`src/rtl/ups_pkg.sv`:
```
// Shared types and widths for the pressure-sensor monitor.
package ups_pkg;

    localparam int UPS_ADC_W = 12;

    typedef enum logic {
        NORMAL = 1'b0,
        ALARM  = 1'b1
    } ups_ps_state_t;

endpackage

```
`src/rtl/ups_ps_avg.sv`:
```
// Box-car averager: sums 2**AVG_LOG2 samples and publishes the truncated mean
// with a one-cycle valid pulse.
module ups_ps_avg
    import ups_pkg::*;
#(
    parameter int AVG_LOG2 = 4
) (
    input  logic                 clk,
    input  logic                 rst,
    input  logic                 flush,
    input  logic [UPS_ADC_W-1:0] in_data,
    input  logic                 in_dv,
    output logic [UPS_ADC_W-1:0] avg_data,
    output logic                 avg_dv
);

    localparam int ACC_W = UPS_ADC_W + AVG_LOG2;
    // A 1-bit counter that stays at 0 covers the pass-through case AVG_LOG2 = 0.
    localparam int CNT_W = (AVG_LOG2 > 0) ? AVG_LOG2 : 1;
    localparam logic [CNT_W-1:0] CNT_MAX = CNT_W'((1 << AVG_LOG2) - 1);

    logic [ACC_W-1:0]     acc_q, acc_d, sum;
    logic [CNT_W-1:0]     cnt_q, cnt_d;
    logic [UPS_ADC_W-1:0] avg_q, avg_d;
    logic                 dv_q, dv_d;

    always_comb begin
        sum   = acc_q + ACC_W'(in_data);
        acc_d = acc_q;
        cnt_d = cnt_q;
        avg_d = avg_q;
        dv_d  = 1'b0;
        if (flush) begin
            acc_d = '0;
            cnt_d = '0;
        end else if (in_dv) begin
            if (cnt_q == CNT_MAX) begin
                avg_d = UPS_ADC_W'(sum >> AVG_LOG2);
                dv_d  = 1'b1;
                acc_d = '0;
                cnt_d = '0;
            end else begin
                acc_d = sum;
                cnt_d = cnt_q + 1'b1;
            end
        end
    end

    always_ff @(posedge clk or posedge rst) begin
        if (rst) begin
            acc_q <= '0;
            cnt_q <= '0;
            avg_q <= '0;
            dv_q  <= 1'b0;
        end else begin
            acc_q <= acc_d;
            cnt_q <= cnt_d;
            avg_q <= avg_d;
            dv_q  <= dv_d;
        end
    end

    assign avg_data = avg_q;
    assign avg_dv   = dv_q;

endmodule

```
`src/rtl/ups_ps_monitor.sv`:
```
// Pressure-sensor monitor: averaged samples feed a debounced hysteresis alarm,
// with a watchdog that flags a stalled sample stream.
module ups_ps_monitor
    import ups_pkg::*;
#(
    parameter int AVG_LOG2     = 4,
    parameter int DEBOUNCE     = 3,
    parameter int STALE_CYCLES = 1_000_000
) (
    input  logic                 clk,
    input  logic                 rst,
    input  logic                 clr,
    input  logic [UPS_ADC_W-1:0] in_data,
    input  logic                 in_dv,
    input  logic [UPS_ADC_W-1:0] thr_hi,
    input  logic [UPS_ADC_W-1:0] thr_lo,
    output logic [UPS_ADC_W-1:0] avg_data,
    output logic                 avg_dv,
    output logic                 press_alarm,
    output logic                 stale
);

    localparam int SCNT_W = $clog2(STALE_CYCLES + 1);
    localparam int DBC_W  = $clog2(DEBOUNCE + 1);
    localparam logic [SCNT_W-1:0] SCNT_MAX = SCNT_W'(STALE_CYCLES);
    localparam logic [DBC_W-1:0]  DBC_LAST = DBC_W'(DEBOUNCE - 1);

    logic [SCNT_W-1:0] scnt_q, scnt_d;
    logic              stale_q, stale_d;
    logic [DBC_W-1:0]  dbc_q, dbc_d;
    ups_ps_state_t     state_q, state_d;
    logic              qual;

    // Partial averages are discarded on clr and on the edge that enters stale.
    ups_ps_avg #(
        .AVG_LOG2(AVG_LOG2)
    ) u_avg (
        .clk      (clk),
        .rst      (rst),
        .flush    (clr | (stale_d & ~stale_q)),
        .in_data  (in_data),
        .in_dv    (in_dv),
        .avg_data (avg_data),
        .avg_dv   (avg_dv)
    );

    always_comb begin
        scnt_d = scnt_q;
        if (in_dv)                  scnt_d = '0;
        else if (scnt_q != SCNT_MAX) scnt_d = scnt_q + 1'b1;
        stale_d = (scnt_d == SCNT_MAX);
    end

    // Each state only tests its own exit condition, so overlapping thresholds are harmless.
    always_comb begin
        state_d = state_q;
        dbc_d   = dbc_q;
        qual    = (state_q == NORMAL) ? (avg_data >= thr_hi) : (avg_data <= thr_lo);
        if (clr) begin
            state_d = NORMAL;
            dbc_d   = '0;
        end else if (avg_dv) begin
            if (!qual) begin
                dbc_d = '0;
            end else if (dbc_q == DBC_LAST) begin
                state_d = (state_q == NORMAL) ? ALARM : NORMAL;
                dbc_d   = '0;
            end else begin
                dbc_d = dbc_q + 1'b1;
            end
        end
    end

    always_ff @(posedge clk or posedge rst) begin
        if (rst) begin
            scnt_q  <= '0;
            stale_q <= 1'b0;
            dbc_q   <= '0;
            state_q <= NORMAL;
        end else begin
            scnt_q  <= scnt_d;
            stale_q <= stale_d;
            dbc_q   <= dbc_d;
            state_q <= state_d;
        end
    end

    assign press_alarm = (state_q == ALARM);
    assign stale       = stale_q;

endmodule
```
`config.mk`:
```
export PLATFORM = sky130hd
export DESIGN_NAME = ups_ps_monitor
export DESIGN_NICKNAME = d
export VERILOG_FILES = /design/src/rtl/ups_pkg.sv /design/src/rtl/ups_ps_avg.sv /design/src/rtl/ups_ps_monitor.sv
export SDC_FILE = /design/constraint.sdc
export NUM_CORES = 1
export LEC_CHECK = 0
export ABC_CLOCK_PERIOD_IN_PS = 2900
export CAP_MARGIN = 30
export CORE_MARGIN = 2
export CORE_UTILIZATION = 55
export CTS_BUF_LIST = sky130_fd_sc_hd__clkbuf_4
export DETAILED_ROUTE_END_ITERATION = 10
export PLACE_DENSITY = 0.8
export SLEW_MARGIN = 20
export SYNTH_ARGS = -nofsm -noshare
export SYNTH_HDL_FRONTEND = slang
export SYNTH_SLANG_ARGS = --single-unit
```
`constraint.sdc`:
```
create_clock -name clk -period 2.9 [get_ports clk]
set_input_delay 0.58 -clock clk [delete_from_list [all_inputs] [get_ports clk]]
set_output_delay 0.58 -clock clk [all_outputs]
set_load 0.005 [all_outputs]
```
# After elaboration in Yosys (flattened, before gate mapping)
# Index checks and enable logic that the tools add are counted.
# W data, S select, Z words.
[word_totals] out_inout_bits=15 elab_cells=49 register_bits=57 in_bits=40
[op_classes] mux=21 n_lt_le_gt_ge=2 bitwise_logic=4 add_sub_neg=4 n_reduce_logical=6 eq_ne=4
[ops] op="$mux W16" count=3
[ops] op="$mux W20" count=2
[ops] op="$add A20 B1 Y20 const B" count=1
[ops] op="$eq A20 B20 Y1 const B" count=1
[ops] op="$ne A20 B20 Y1 const B" count=1
[ops] op="$add A16 B12 Y16" count=1
[ops] op="$ge A12 B12 Y1" count=1
[ops] op="$le A12 B12 Y1" count=1
[ops] op="$mux W4" count=3
[ops] op="$mux W1" count=9
[ops] op="$mux W2" count=4
[ops] op="$reduce_bool A2 Y1" count=4
[ops] op="$reduce_and A3 Y1" count=2
[ops] op="$add A4 B1 Y4 const B" count=1
[ops] op="$eq A4 B4 Y1 const B" count=1
[ops] op="$add A2 B1 Y2 const B" count=1
[ops] op="$eq A2 B2 Y1 const B" count=1
[ops] op="$not A1 Y1" count=2
[ops] op="$and A1 B1 Y1" count=1
[ops] op="$or A1 B1 Y1" count=1

# Longest topological paths before layout
[depth] word_depth=8 mapped_depth=11 depth_no_buf=10

# By module
# A second synthesis with hierarchy kept.
[hier_totals] hier_cells=429 hier_area_um2=3917.5
[by_module_without_submodules] module="ups_ps_monitor" area_each_um2=2029.4 cells_per_inst=239 seq_area_each_um2=600.6 instances=1
[by_module_without_submodules] module="ups_ps_avg" area_each_um2=1888.1 cells_per_inst=190 seq_area_each_um2=825.8 instances=1

# Worst setup path after synthesis
# Ideal clock, no wire load.
[synth_timing] path_kind="input port to flip-flop" startpoint="in in_data[0]" endpoint="reg u_avg.avg_q[8], in the netlist u_avg.avg_data[8]" n_path_buf=0 arrival_ps=2559 setup_time_ps=125 required_ps=2775 setup_slack_ps=217 cell_stages=9 path_cell_list="ha_1 -> fa_1 -> a211oi_1 -> o21a_1 -> o31ai_1 -> a21o_1 -> a21oi_1 -> xnor2_1 -> mux2_2"
[synth_via] elab_chain_len=1
[synth_lines] item="start: declaration" line="ups_ps_monitor.sv:13" rtl="input logic [UPS_ADC_W-1:0] in_data,"
[synth_lines] item="$add A16 B12 Y16" line="ups_ps_avg.sv:28" rtl="sum = acc_q + ACC_W'(in_data);"
[synth_lines] item="end signal: assignment" line="ups_ps_avg.sv:58" rtl="avg_q <= avg_d;"
[synth_lines] item="end: declaration" line="ups_ps_avg.sv:24" rtl="logic [UPS_ADC_W-1:0] avg_q, avg_d;"
# Every way passes these cells.
# A chain may end at the register's enable or synchronous reset.

# Worst setup path after layout
# Same ends and word-level chain as after synthesis.

==> impl_metrics.env <==
export IMPL_status="finished clean"
export IMPL_p_leak_nw=2.27
export IMPL_n_antenna_cell=0
export IMPL_hp_class="reg2reg"
export IMPL_drive_gt1_share_pct=11.2
export IMPL_vdd_drop_max_mv=0.305
export IMPL_synth_common_cells="57 x dfrtp_1, 56 x nor2_1, 39 x a21oi_1, 39 x ha_1, 31 x inv_1"
export IMPL_overflow=0
export IMPL_layout_min_cycle_time_ps=2740
export IMPL_netlist_area_sq_mm=0.00397
export IMPL_drtAntennaViolNets=0
export IMPL_critPathKind="in2reg"
export IMPL_synth_simple_area_share_pct=21.1
export IMPL_power_density_mw_per_mm2=401
export IMPL_post_route_drc_count=0
export IMPL_maxSlewViolCount=0
export IMPL_clockBufferDepth=2
export IMPL_cts_buffers=9
export IMPL_cp_required_ps=3180
export IMPL_routed_wl_um=8910
export IMPL_cts_tree="yes"
export IMPL_dp_slack_ps=-287
export IMPL_final_seq_area_sq_mm=0.00143
export IMPL_drt_pass1_iterations=4
export IMPL_post_cts_buffers=0
export IMPL_hold_viol_final=0
export IMPL_fp_dieH_um=89
export IMPL_synth_edf_count=0
export IMPL_multi_input_area_sq_mm=0.00238
export IMPL_dp_hpwl_um=6720
export IMPL_syn_avg_cell_area_sq_um=8.83
export IMPL_grt_total_usage_pct=24.5
export IMPL_async_flop_share_pct=100
export IMPL_fillers=544
export IMPL_rsz0062_at_grt="false"
export IMPL_die_x_um=89
export IMPL_slew_headroom_pct=58.3
export IMPL_via_count=3490
export IMPL_row_count=30
export IMPL_synthTopCellsByArea="dfrtp_1 36%, ha_1 12%, nor2_1 5.3%, a21oi_1 4.9%, xnor2_1 3.7%"
export IMPL_worst_pin_slew_ps=624
export IMPL_synth_top_area_share_pct=35.9
export IMPL_start_util_pct=57.5
export IMPL_ys_seq_area_share_pct=35.9
export IMPL_synth_xor_area_share_pct=6.39
export IMPL_clkTransAtPathRegs_ps=100
export IMPL_place_gp_congestion=0.876
export IMPL_yosysUniqueCellTypes=52
export IMPL_nets=601
export IMPL_core_area_sq_mm=0.00691
export IMPL_wl_per_cell_um=14.3
export IMPL_synthFlopType="dfrtp_1"
export IMPL_endpoint_kind="register"
export IMPL_htreeDepth=3
export IMPL_via_per_inst=5.61
export IMPL_antenna_found_initial=0
export IMPL_clock_skew_ps=20.9
export IMPL_synthesis_nets=530
export IMPL_period_share_pct=94.6
export IMPL_grt_first_pass_wirelength_um=15400
export IMPL_synth_fa_ha_area_share_pct=12.8
export IMPL_grt_pass1_vias=3392
export IMPL_synth_compound_area_share_pct=15.7
export IMPL_fmax_mhz=365
export IMPL_finalSetupViolations=0
export IMPL_fin_ws_ps=158
export IMPL_crit_fanout=4
export IMPL_cts_root_buf="clkbuf_4"
export IMPL_ys_warn_count=0
export IMPL_ios=55
export IMPL_drtIter0Drc=228
export IMPL_insertion_delay_ps=410
export IMPL_place_port_buffers=54
export IMPL_synth_top_area_cell="dfrtp_1"
export IMPL_critPathArrivalTime_ps=3020
export IMPL_clock_sinks=57
export IMPL_maxCapViolations=0
export IMPL_synth_top_family_by_area="simple AND/OR/NAND/NOR gates"
export IMPL_synth_seq_cells=57
export IMPL_netlist_instances=450
export IMPL_synth_mux_area_share_pct=3.27
export IMPL_cp_start_kind="input port"
export IMPL_yosysMostFrequentCell="dfrtp_1"
export IMPL_synthToLayoutAreaGrowth_pct=24.2
export IMPL_grt_max_degree=32
export IMPL_utilization_pct=71.4
export IMPL_die_area_sq_mm=0.00792
## flip-flops by register name (all words and copies together) (netlist names)
register,cells
dbc_q,2
press_alarm,1
scnt_q,20
stale,1
u_avg.acc_q,16
u_avg.avg_data,12
u_avg.avg_dv,1
u_avg.cnt_q,4
## report_power, final
part / switching (mW) / internal [mW]
Clock: 0.320 / 0.349
Combinational: 0.224 / 0.229
Sequential: 0.0313 / 0.827
Total: 0.575 / 1.40
## stage by stage
| stage | hold slack, ps | cell area, sq um | total power [mW] | setup TNS [ps] | cells |
|---|---|---|---|---|---|
| floorplan | 489 | 3970 | 1.15 | 0 | 450 |
| global placement | 510 | 4760 | 1.30 | -1340 | 606 |
| detailed placement | 524 | 4760 | 1.32 | -1980 | 606 |
| CTS | 552 | 4920 | 1.99 | 0 | 622 |
| global route | 575 | 4930 | 2.09 | 0 | 622 |
| finish | 551 | 4930 | 1.98 | 0 | 622 |
## routing by layer
metal  track usage [%]  part of all wire, %
met5                 0                    0
met4              9.36                  1.4
met2              39.4                   46
met1              33.6                   47
met3              3.69                  5.1
## final timing paths
check	from	to	slack, ps	cells past startpoint
worst max register to register	scnt_q[3]	u_avg.cnt_q[3]	170	9
worst min register to register	u_avg.acc_q[0]	u_avg.acc_q[0]	550	2
worst min-delay path	u_avg.acc_q[0]	u_avg.acc_q[0]	550	2
min in group asynchronous	rst	scnt_q[15]	560	2
worst max-delay path	in_data[0]	u_avg.avg_data[8]	160	11
max in group asynchronous	rst	u_avg.avg_data[10]	1730	3
## layout by cell type, fill, tap and decap left out, types with 12 or more instances in the layout
| cell type | Yosys | final |
|---|---|---|
| xor2_1 | 12 | 12 |
| dfrtp_1 | 57 | 56 |
| xnor2_1 | 17 | 17 |
| clkdlybuf4s50_1 | 0 | 54 |
| inv_1 | 31 | 30 |
| buf_4 | 2 | 20 |
| a21o_1 | 14 | 14 |
| ha_1 | 39 | 39 |
| a21oi_1 | 39 | 39 |
| nand3_1 | 17 | 17 |
| o21ai_0 | 15 | 15 |
| nand2_1 | 21 | 21 |
| nor2_1 | 56 | 56 |
## critical path, cell delays in order
cell             delay (ps)
clkdlybuf4s50_1         400
ha_1                    230
fa_1                    430
a211oi_2                270
o21a_1                  180
o31ai_1                 100
a21o_1                  200
a21oi_1                 160
buf_4                   150
xnor2_1                  60
mux2_2                  260
## cell type report
| cell class | instances | area share (%) |
|---|---|---|
| inverter | 31 | 2.36 |
| multi-input combinational | 346 | 48.2 |
| clock inverter | 7 | 1.93 |
| tap | 96 | 2.43 |
| clock buffer | 9 | 1.37 |
| sequential | 57 | 28.9 |
| timing repair buffer | 76 | 14.8 |
## cells by family after synthesis
| family | Yosys count |
|---|---|
| mux | 12 |
| simple gates | 164 |
| flops | 57 |
| buf+inv | 47 |
| fa+ha+maj | 40 |
| compound gates | 101 |
| xor+xnor | 29 |
## what timing repair did
| action | 4_1_cts | 5_1_grt |
|---|---|---|
| hold buffers | 0 | 0 |
| resized for setup | 0 | 5 |
| setup endpoints to repair | 0 | 25 |
Note: power is estimated with default switching activity, not from simulation.
